## config.mk

```make
export PLATFORM = sky130hd
export DESIGN_NAME = mem_obi_lsu
export DESIGN_NICKNAME = d
export VERILOG_FILES = /design/src/rtl/mem_obi_lsu_pkg.sv /design/src/rtl/mem_obi_lsu.sv
export SDC_FILE = /design/constraint.sdc
export NUM_CORES = 1
export LEC_CHECK = 0
export CAP_MARGIN = 5
export CORE_UTILIZATION = 40
export CTS_CLUSTER_DIAMETER = 100
export CTS_CLUSTER_SIZE = 14
export DETAILED_ROUTE_END_ITERATION = 10
export GPL_ROUTABILITY_DRIVEN = 0
export GPL_TIMING_DRIVEN = 0
export PLACE_DENSITY = 0.81
export RECOVER_POWER = 25
export REMOVE_ABC_BUFFERS = 1
export SYNTH_ARGS = -nofsm -noshare
export SYNTH_HDL_FRONTEND = slang
export SYNTH_SLANG_ARGS = --single-unit
```

## constraint.sdc

```tcl
create_clock -name clk -period 2.2 [get_ports clk]
set_clock_uncertainty 0.2 [all_clocks]
set_input_delay 0.22 -clock clk [delete_from_list [all_inputs] [get_ports clk]]
set_output_delay 0.22 -clock clk [all_outputs]
set_load 0.01 [all_outputs]
```

## src/rtl/mem_obi_lsu_pkg.sv

```systemverilog
`default_nettype none
// ============================================================================
//  Module      : mem_obi_lsu_pkg
//  Description : Shared types for the MEM-stage load/store unit: the LSU
//                state encoding, the registered OBI request bundle and the
//                full-word byte-enable constant.
//  Revision    : 1.0  initial release
// ============================================================================
package mem_obi_lsu_pkg;

    localparam int unsigned OBI_ADDR_W = 32;
    localparam int unsigned OBI_DATA_W = 32;

    // Only full-word accesses are issued, so every request enables all lanes.
    localparam logic [3:0] BE_WORD = 4'b1111;

    typedef enum logic [1:0] {
        LSU_IDLE = 2'd0,
        LSU_REQ  = 2'd1,
        LSU_RESP = 2'd2
    } LSU_state;

    typedef struct packed {
        logic                  req;
        logic                  we;
        logic [3:0]            be;
        logic [OBI_ADDR_W-1:0] addr;
        logic [OBI_DATA_W-1:0] wdata;
    } OBI_req;

endpackage : mem_obi_lsu_pkg
`default_nettype wire

```

## src/rtl/mem_obi_lsu.sv

```systemverilog
`default_nettype none
// ============================================================================
//  Module      : mem_obi_lsu
//  Description : MEM-stage load/store unit of the 5-stage RV32 pipeline.
//                Masters the OBI data port for LW/SW, returns load data to
//                the MEM/WB register and stalls the pipeline while a
//                transaction is outstanding. At most one transaction in
//                flight.
//  Ports       : clk, rst            - clock, synchronous active-high reset
//                mem_*_i             - EX/MEM request (valid, we, addr, wdata)
//                flush_i             - squash the MEM-stage instruction
//                data_*              - OBI data-memory master port
//                stall_o             - freeze IF..MEM (combinational)
//                wb_valid_o/wb_rdata_o - load result towards MEM/WB
//                err_o               - misaligned access or bus error pulse
//  Revision    : 1.0  initial release
// ============================================================================
module mem_obi_lsu
    import mem_obi_lsu_pkg::*;
#(
    parameter int unsigned ADDR_W = 32,
    parameter int unsigned DATA_W = 32   // only 32 supported
) (
    input  logic              clk,
    input  logic              rst,
    input  logic              mem_valid_i,
    input  logic              mem_we_i,
    input  logic [ADDR_W-1:0] mem_addr_i,
    input  logic [DATA_W-1:0] mem_wdata_i,
    input  logic              flush_i,
    output logic              data_req_o,
    input  logic              data_gnt_i,
    output logic [ADDR_W-1:0] data_addr_o,
    output logic              data_we_o,
    output logic [3:0]        data_be_o,
    output logic [DATA_W-1:0] data_wdata_o,
    input  logic              data_rvalid_i,
    input  logic [DATA_W-1:0] data_rdata_i,
    input  logic              data_err_i,
    output logic              stall_o,
    output logic              wb_valid_o,
    output logic [DATA_W-1:0] wb_rdata_o,
    output logic              err_o
);

    LSU_state          r_state;
    OBI_req            r_obi;
    logic              r_kill;
    logic              r_wb_valid;
    logic [DATA_W-1:0] r_wb_rdata;
    logic              r_err;

    logic w_live;
    logic w_accept;
    logic w_misaligned;
    logic w_killed;
    logic w_stall;

    // flush_i outranks mem_valid_i: a flushed instruction never reaches the bus.
    assign w_live       = mem_valid_i && !flush_i;
    assign w_accept     = w_live && (mem_addr_i[1:0] == 2'b00);
    assign w_misaligned = w_live && (mem_addr_i[1:0] != 2'b00);
    // A flush arriving in the very cycle of the response also kills it.
    assign w_killed     = r_kill || flush_i;

    always_ff @(posedge clk) begin
        if (rst) begin
            r_state    <= LSU_IDLE;
            r_obi      <= '0;
            r_kill     <= 1'b0;
            r_wb_valid <= 1'b0;
            r_wb_rdata <= '0;
            r_err      <= 1'b0;
        end else begin
            r_wb_valid <= 1'b0;
            r_err      <= 1'b0;
            case (r_state)
                LSU_IDLE: begin
                    if (w_accept) begin
                        r_obi.req   <= 1'b1;
                        r_obi.we    <= mem_we_i;
                        r_obi.be    <= BE_WORD;
                        r_obi.addr  <= {mem_addr_i[ADDR_W-1:2], 2'b00};
                        r_obi.wdata <= mem_wdata_i;
                        r_kill      <= 1'b0;
                        r_state     <= LSU_REQ;
                    end else if (w_misaligned) begin
                        r_err <= 1'b1;
                    end
                end
                LSU_REQ: begin
                    // Request fields are frozen until the grant; an early
                    // rvalid here is illegal OBI and deliberately ignored.
                    if (flush_i) begin
                        r_kill <= 1'b1;
                    end
                    if (data_gnt_i) begin
                        r_obi.req <= 1'b0;
                        r_obi.be  <= '0;
                        r_state   <= LSU_RESP;
                    end
                end
                LSU_RESP: begin
                    if (flush_i) begin
                        r_kill <= 1'b1;
                    end
                    if (data_rvalid_i) begin
                        r_state <= LSU_IDLE;
                        if (!w_killed) begin
                            if (data_err_i) begin
                                r_err <= 1'b1;
                            end else if (!r_obi.we) begin
                                r_wb_valid <= 1'b1;
                                r_wb_rdata <= data_rdata_i;
                            end
                        end
                    end
                end
                default: r_state <= LSU_IDLE;
            endcase
        end
    end

    // Stall drops in the rvalid cycle so the pipeline advances exactly at
    // completion and the next instruction is seen in IDLE one cycle later.
    always_comb begin
        w_stall = 1'b0;
        case (r_state)
            LSU_IDLE: w_stall = w_accept;
            LSU_REQ:  w_stall = 1'b1;
            LSU_RESP: w_stall = !data_rvalid_i;
            default:  w_stall = 1'b0;
        endcase
    end

    assign data_req_o   = r_obi.req;
    assign data_addr_o  = r_obi.addr;
    assign data_we_o    = r_obi.we;
    assign data_be_o    = r_obi.be;
    assign data_wdata_o = r_obi.wdata;
    assign stall_o      = w_stall;
    assign wb_valid_o   = r_wb_valid;
    assign wb_rdata_o   = r_wb_rdata;
    assign err_o        = r_err;

endmodule : mem_obi_lsu
`default_nettype wire

```

# Word level (Yosys, flattened, before mapping)
# Cells that the tools add are included.
[op_classes]
addsub = 0
n_mul = 0
div = 0
magnitude_cmp = 0
eq_ne = 6
shift = 0
n_mux = 20
bitwise = 5
n_reduce_logical = 18
[ops]
columns = ["operator", "n"]
rows = [
  ["$mux W70", 1],
  ["$mux W1", 9],
  ["$reduce_and A3 Y1", 3],
  ["$pmux W4 S2", 1],
  ["$mux W2", 3],
  ["$ne A2 B2 Y1 const B", 3],
  ["$pmux W1 S2", 3],
  ["$pmux W2 S3", 1],
  ["$reduce_bool A2 Y1", 3],
  ["$not A1 Y1", 5],
  ["$reduce_and A5 Y1", 1],
  ["$reduce_or A5 Y1", 1],
  ["$logic_not A2 Y1", 2],
  ["$mux W4", 1],
  ["$logic_and A1 B1 Y1", 3],
  ["$pmux W1 S3", 1],
  ["$eq A2 B1 Y1 const B", 1],
  ["$eq A2 B2 Y1 const B", 1],
  ["$logic_not A1 Y1", 2],
  ["$ne A2 B1 Y1 const B", 1],
  ["$reduce_and A2 Y1", 1],
  ["$reduce_or A2 Y1", 1],
  ["$logic_or A1 B1 Y1", 1],
]
[word_totals]
register_bits = 105
latchBits = 0
mem_bits_rw = 0
mem_bits_ro = 0
in_bits = 104
output_inout_bits = 105
memories = 0

# Longest topological paths before layout
# Gate-level depths: netlist (run 1).
[depth]
ltp_word = 6
ltp_mapped = 8
depth_no_buf = 5

# Least setup slack after synthesis (run 1)
# No wires, ideal clock.
[synth_path]
kind = "reg-to-reg"
startpoint = "reg r_state[0]"
endpoint = "reg r_obi, in the netlist data_addr_o[26]"
setup_time_ps = 70
t_arrival_ps = 1559
setup_slack_ps = 371
path_stages_with_launch = 9
period_less_slack_ps = 1829
cell_sequence = "dfxtp_1 -> inv_1 -> ha_1 -> clkbuf_1 -> inv_1 -> clkbuf_1 -> clkbuf_1 -> o21ai_0 -> a21oi_1"
[synth_via]
elab_chain_len = 2
[synth_rtl]
columns = ["element", "line", "rtl"]
rows = [
  ["start: declaration", "mem_obi_lsu.sv:46", "LSU_state r_state;"],
  ["start signal: assignment", "mem_obi_lsu.sv:68", "r_state <= LSU_IDLE;"],
  ["start signal: assignment", "mem_obi_lsu.sv:86", "r_state <= LSU_REQ;"],
  ["start signal: assignment", "mem_obi_lsu.sv:100", "r_state <= LSU_RESP;"],
  ["$logic_not A2 Y1", "mem_obi_lsu.sv:77", "case (r_state)"],
  ["$reduce_and A2 Y1 (no line)", "n/a", ""],
  ["end: declaration", "mem_obi_lsu.sv:47", "OBI_req r_obi;"],
]
# No other way between the ends.
# A chain may end at the register's enable or synchronous reset.

# Worst setup path after layout (run 1)
[layout_path]
startpoint = "in flush_i"
endpoint = "reg r_obi, in the netlist data_be_o[2]"
[layout_via]
elab_chain_len = 5
[layout_rtl]
columns = ["element", "line", "rtl"]
rows = [
  ["start: declaration", "mem_obi_lsu.sv:30", "input logic flush_i,"],
  ["$logic_not A1 Y1", "mem_obi_lsu.sv:60", "assign w_live = mem_valid_i && !flush_i;"],
  ["$logic_and A1 B1 Y1", "mem_obi_lsu.sv:60", ""],
  ["$logic_and A1 B1 Y1", "mem_obi_lsu.sv:61", "assign w_accept = w_live && (mem_addr_i[1:0] == 2'b00);"],
  ["$ne A2 B2 Y1 (no line)", "n/a", ""],
  ["$reduce_and A3 Y1 (no line)", "n/a", ""],
]
# No other way between the ends.

==> results of run 1 <==
[stage by stage]
stage / utilization (%) / TNS (ps)
2_1_floorplan: - / -284350
3_3_place_gp: 61.56 / -567440
3_5_place_dp: 63.21 / -12570
4_1_cts: 65.98 / 0
5_1_grt: 65.92 / 0
6_report: 65.92 / 0
[metal layers]
layer	part of all wire, %	wire, um	up-vias	track usage, %
met5	0	0	-	0
met4	3.5	444	0	10.11
met2	51	6461	150	41.66
met1	40	5012	1938	27.03
met3	5.5	690	35	4.720
li1	-	-	2004	-
[cell type report]
cell class,instances,area (um2),share of cell area [%]
clock buffer,11,141.4,2.194
clock inverter,4,33.78,0.5243
inverter,5,21.27,0.3301
multi-input combinational,317,1784,27.69
sequential,101,2023,31.40
tap,133,166.4,2.583
timing repair buffer,223,2273,35.28
[where the power goes]
group	internal [uW]	switching, uW	total, uW	leakage [uW]
logic	405	409	814	0.00147
registers	1880	27.9	1900	0.000817
clock network	446	623	1070	0.0000860
[kinds of logic (layout without fill, tap and decap cells)]
group / after synthesis / count (layout) / synth area share, %
simple gates: 143 / 143 / 16.54
compound gates: 136 / 136 / 17.56
flops: 101 / 101 / 50.33
buf+inv: 58 / 243 / 6.260
mux: 32 / 32 / 7.973
fa+ha+maj: 4 / 4 / 1.246
other cells: 1 / 2 / 0.09334
[flip-flops by register name, summed over array words and instances (netlist names)]
name          flops
data_wdata_o     32
wb_rdata_o       32
data_addr_o      30
r_state           2
data_be_o         1
data_we_o         1
err_o             1
r_kill            1
wb_valid_o        1
[worst max-delay path, cell delays in order]
cell and delay, ps:
clkdlybuf4s50_1 510, or4b_4 880, or3_1 400, a31oi_1 160
[how the worst max path moves through the flow]
stage,from,to,slack [ps],cells after the start
after global placement,flush_i,stall_o,-7680,5
after global routing,r_state[0]$_SDFFE_PP0P_,wb_rdata_o[17]$_SDFFE_PP0P_,20,7
final,flush_i,data_be_o[2]$_SDFFE_PP0P_,80,4
after detailed placement,flush_i,stall_o,-440,6
after floorplan,mem_addr_i[0],stall_o,-4020,3
after CTS,r_state[0]$_SDFFE_PP0P_,stall_o,20,6
[what timing repair did]
item | in CTS | in global routing
setup buffers | 5 | 0
resized for setup | 7 | 2
endpoints found under the setup margin | 84 | 1
pin swaps | 2 | 0
gates cloned | 1 | 0
[layout by cell type, fill, tap and decap left out, drive strengths merged, types with 2 or more instances in the layout]
master         Yosys  layout
a31oi              3       3
o21ai             63      63
nor3               3       3
dlygate4sd3        0      50
clkinv             0       2
clkdlybuf4s50      0     154
nand3             64      64
clkbuf            36      12
mux2i             32      32
nand2b             2       2
inv                5       6
conb               1       2
buf               17      17
a21oi             64      64
nand2             66      66
dfxtp            101     101
ha                 4       4
==> results.py, run 1 <==
metrics = {
    "global_route": {
        "grt_pass1_vias": 3888,
        "grt_usage_pct": 23.35,
        "grt_max_degree": 69,
        "grt_pass1_wl_mm": 19.11,
        "grt-ovfl-total": 0,
        "antenna_found_initial": 0,
    },
    "route": {
        "drtAntennaViolNets": 0,
        "vias_per_cell": 5.198,
        "dr.pass1.iters": 4,
        "routed_wl_mm": 12.61,
        "wire_per_inst_um": 15.88,
        "drt_iter0_drc": 132,
        "drc": 0,
        "via_count": 4127,
    },
    "finish": {
        "antenna_cells": 0,
        "fillers": 847,
        "synthToLayoutAreaGrowth_pct": 60.39,
        "postLayoutCellArea_um2": 6444,
        "drive_gt1_share_pct": 6.354,
        "nets": 765,
        "layout.cells.non_filler": 794,
    },
    "setup_path": {
        "critPathMaxFanout": 67,
        "required_ps": 2280,
        "start_kind": "input port",
        "end_kind": "flip-flop",
        "rrSetupSlack_ps": 140,
        "worstRegToRegCells": 7,
        "rr_endpoint": "wb_rdata_o[23]$_SDFFE_PP0P_",
        "worstReg2RegStart": "r_state[0]$_SDFFE_PP0P_",
        "crit_arrival_ps": 2190,
        "worst-setup-path-type": "input port to flip-flop",
    },
    "die": {
        "fp.dieH_um": 102.2,
        "core_area_um2": 9774,
        "io-pin-count": 209,
        "dieArea_um2": 10450,
        "start_util_pct": 41.10,
        "die_w_um": 102.2,
        "rows": 36,
    },
    "sta": {
        "timing.final.crit_share_pct": 96.22,
        "maxSlewHeadroom_pct": 35.09,
        "holdWs_ps": 170.7,
        "worst_slew_pin_slew_ps": 972.2,
        "setup_violations": 0,
        "layout_min_cycle_time_ps": 2117,
        "rsz0062_at_grt": "no",
        "worst_slack_ps": 83.25,
        "max_freq_ghz": 0.4724,
        "slew_violations": 0,
        "hold_violations": 0,
    },
    "power": {
        "power_leakage_uw": 0.002375,
        "power_uw": 3787,
        "powerDensity_nw_per_um2": 587.6,
        "ir_worst_vdd_uv": 343.6,
    },
    "place": {
        "pre_cts_ws_ps": -436.6,
        "hpwl_mm": 8.690,
        "portBuffers": 206,
        "placed_area_um2": 6178,
        "place_inst": 773,
    },
    "cts": {
        "cts_sinks": 101,
        "cts_buffers": 9,
        "cts_tree": "done",
        "clock_latency_ps": 340,
        "cts_root_buffer": "clkbuf_8",
        "clk_pin_slew_ps": 100,
        "holdBufCountCts": 0,
        "cts_max_level": 3,
        "cts_buffer_depth": 2,
    },
    "logic_synthesis": {
        "synth_largest_area_cell": "dfxtp_1",
        "yosysSeqAreaShare_pct": 50.33,
        "yosysMostFrequentCell": "dfxtp_1",
        "synthArstFlopShare_pct": 0,
        "avgSynthCellArea_um2": 8.458,
        "yosysWarnings": 0,
        "synth_seq_cells": 101,
        "synth_edf_count": 0,
        "synthCells": 475,
        "synth_area_um2": 4018,
        "yosysUniqueCellTypes": 31,
        "yosys_most_used_dff": "dfxtp_1",
        "synth_common_cells": "dfxtp_1, nand2_1, a21oi_1, nand3_1, o21ai_0",
        "synth_area_leaders": "dfxtp_1, a21oi_1, mux2i_1",
        "synth_top_area_share_pct": 50.33,
    },
    "min_path": {
        "holdCritStartpoint": "rst",
        "hp-class": "input port to flip-flop",
        "hold_end": "data_wdata_o[21]$_SDFFE_PP0P_",
        "holdPathStages": 2,
    },
    "flow_run": {
        "max-cap-violations": 0,
    },
    "run_status": {
        "status": "complete, no violations",
    },
}
(Power assumes the default switching activity.)
==> run 2, diff against run 1 <==
--- a/config.mk
+++ b/config.mk
@@ -6,6 +6,7 @@
 export NUM_CORES = 1
 export LEC_CHECK = 0
 export CAP_MARGIN = 5
+export CORE_MARGIN = 5
 export CORE_UTILIZATION = 40
 export CTS_CLUSTER_DIAMETER = 100
 export CTS_CLUSTER_SIZE = 14
@@ -15,6 +16,7 @@
 export PLACE_DENSITY = 0.81
 export RECOVER_POWER = 25
 export REMOVE_ABC_BUFFERS = 1
+export SKIP_LAST_GASP = 1
 export SYNTH_ARGS = -nofsm -noshare
 export SYNTH_HDL_FRONTEND = slang
 export SYNTH_SLANG_ARGS = --single-unit
==> run 2 against run 1 <==
- combinational power is 0.9% higher
- final area rose by 0.19%
- power up 4.4%
- largest power group unchanged
==> results.py, run 2 (synthesis results as in run 1) <==
metrics = {
    "power": {
        "p_seq_share_pct": 48.1,
        "pwr-share-comb_pct": 20.7,
        "swShare_pct": 27.79,
        "powerDensity_nw_per_um2": 612.6,
        "clockPowerShare_pct": 31.1,
        "p_switching_uw": 1099,
        "intPower_uw": 2856,
        "power_leakage_uw": 0.002395,
        "ir_worst_vdd_uv": 403.1,
    },
    "place": {
        "pre_cts_ws_ps": -595.1,
        "portBuffers": 206,
        "hpwl_mm": 9.375,
    },
    "setup_path": {
        "rrSetupSlack_ps": 240,
        "end_kind": "flip-flop",
        "required_ps": 2290,
        "worst-setup-path-type": "input port to flip-flop",
        "critPathMaxFanout": 67,
        "crit_slowest_cell": "or4b_4",
        "path_cells": "clkdlybuf4s50_1 > or4b_4 > or3_1 > a31oi_1",
        "start_kind": "input port",
        "crit_arrival_ps": 2220,
        "slowest_delay_ps": 880,
    },
    "sta": {
        "layout_min_cycle_time_ps": 2134,
        "slew_violations": 0,
        "timing.final.crit_share_pct": 97.01,
        "max_freq_ghz": 0.4685,
        "setup_violations": 0,
        "worst_slack_ps": 65.74,
        "setup_tns_ps": 0,
        "hold_violations": 0,
        "worst_slew_pin_slew_ps": 955.4,
        "maxSlewHeadroom_pct": 36.21,
        "rsz0062_at_grt": "yes",
    },
    "finish": {
        "layout_common_cells": "clkdlybuf4s50_1, dfxtp_1, nand2_1, a21oi_1, nand3_1",
        "final_common_cell": "clkdlybuf4s50_1",
        "multiInputGateArea_um2": 1784,
        "drive_gt1_share_pct": 6.344,
        "fillers": 827,
        "register_area_um2": 2023,
        "antenna_cells": 0,
        "synthToLayoutAreaGrowth_pct": 60.70,
        "nets": 765,
    },
    "die": {
        "io-pin-count": 209,
        "rows": 36,
        "die_w_um": 110.2,
        "fp.dieH_um": 110.2,
        "dieArea_um2": 12150,
        "core_area_um2": 9774,
        "start_util_pct": 41.10,
    },
    "min_path": {
        "hp-class": "input port to flip-flop",
    },
    "global_route": {
        "grt_pass1_wl_mm": 20.14,
        "grt_usage_pct": 21.15,
        "grt-ovfl-total": 0,
        "grt_pass1_vias": 4002,
        "antenna_found_initial": 0,
        "grt_max_degree": 68,
    },
    "cts": {
        "cts_buffers": 9,
        "cts_root_buffer": "clkbuf_8",
        "cts_buffer_depth": 2,
        "clk_pin_slew_ps": 100,
        "holdBufCountCts": 0,
        "clock_latency_ps": 350,
        "cts_tree": "done",
        "cts_max_level": 3,
        "cts_sinks": 101,
    },
    "route": {
        "dr.pass1.iters": 4,
        "wire_per_inst_um": 16.64,
        "drtAntennaViolNets": 0,
        "routed_wl_mm": 13.23,
        "drt_iter0_drc": 225,
        "via_count": 4121,
        "drc": 0,
        "vias_per_cell": 5.184,
    },
    "run_status": {
        "status": "complete, no violations",
    },
    "flow_run": {
        "max-cap-violations": 0,
    },
}
[run 2: what timing repair did]
action / in CTS / in global routing
gates cloned: 1 / 0
pin swaps: 3 / 0
hold endpoints to repair: 0 / 0
setup buffers: 6 / 0
setup endpoints to repair: 35 / 15
resized for setup: 2 / 5
[run 2: worst max-delay path, delay by kind of cell]
kind | cells | cell delay [ps]
and+or+nand+nor | 2 | 1290
buffers and inverters | 1 | 530
AOI/OAI and AO/OA | 1 | 170
[run 2: worst paths after layout]
path / from / to / cells after the start
max: flush_i / data_be_o[2]$_SDFFE_PP0P_ / 4
min: rst / data_addr_o[7]$_SDFFE_PP0P_ / 2
max reg2reg: r_state[1]$_SDFFE_PP0P_ / data_wdata_o[4]$_SDFFE_PP0P_ / 6
min reg2reg: wb_rdata_o[10]$_SDFFE_PP0P_ / wb_rdata_o[10]$_SDFFE_PP0P_ / 2
[run 2: metrics by stage]
stage / instances / total power [uW] / util, % / hold slack, ps / cell area, um2
final: 795 / 3955 / 66.05 / 126.7 / 6456
after global placement: 762 / 2631 / 61.56 / 241.6 / 6017
after CTS: 795 / 4002 / 66.00 / 115.7 / 6451
after global routing: 795 / 4127 / 66.05 / 146.4 / 6456
after floorplan: 423 / 2223 / - / 89.07 / 3789
after detailed placement: 772 / 2697 / 62.89 / 244.9 / 6147
[run 2: layer usage]
metal,track usage (%),up-vias,wire [um]
met1,23.84,1964,5099
met2,39.25,132,7030
li1,-,2006,-
met4,6.772,0,250
met5,0,-,0
met3,4.776,19,845
[run 2: layout make-up]
| cell class | count | share of cell area (%) |
|---|---|---|
| clock buffer | 10 | 2.132 |
| inverter | 5 | 0.3295 |
| multi-input combinational | 317 | 27.64 |
| timing repair buffer | 223 | 34.90 |
| sequential | 101 | 31.34 |
| tap | 133 | 2.578 |
| clock inverter | 6 | 1.085 |
[run 2: power by group through the flow]
stage	sequential [uW]	clock, uW	combinational (uW)
floorplan	1970	0	252
global placement	1940	0	689
detailed placement	1950	0	750
CTS	1900	1270	826
global route	1910	1340	877
finish	1900	1230	821
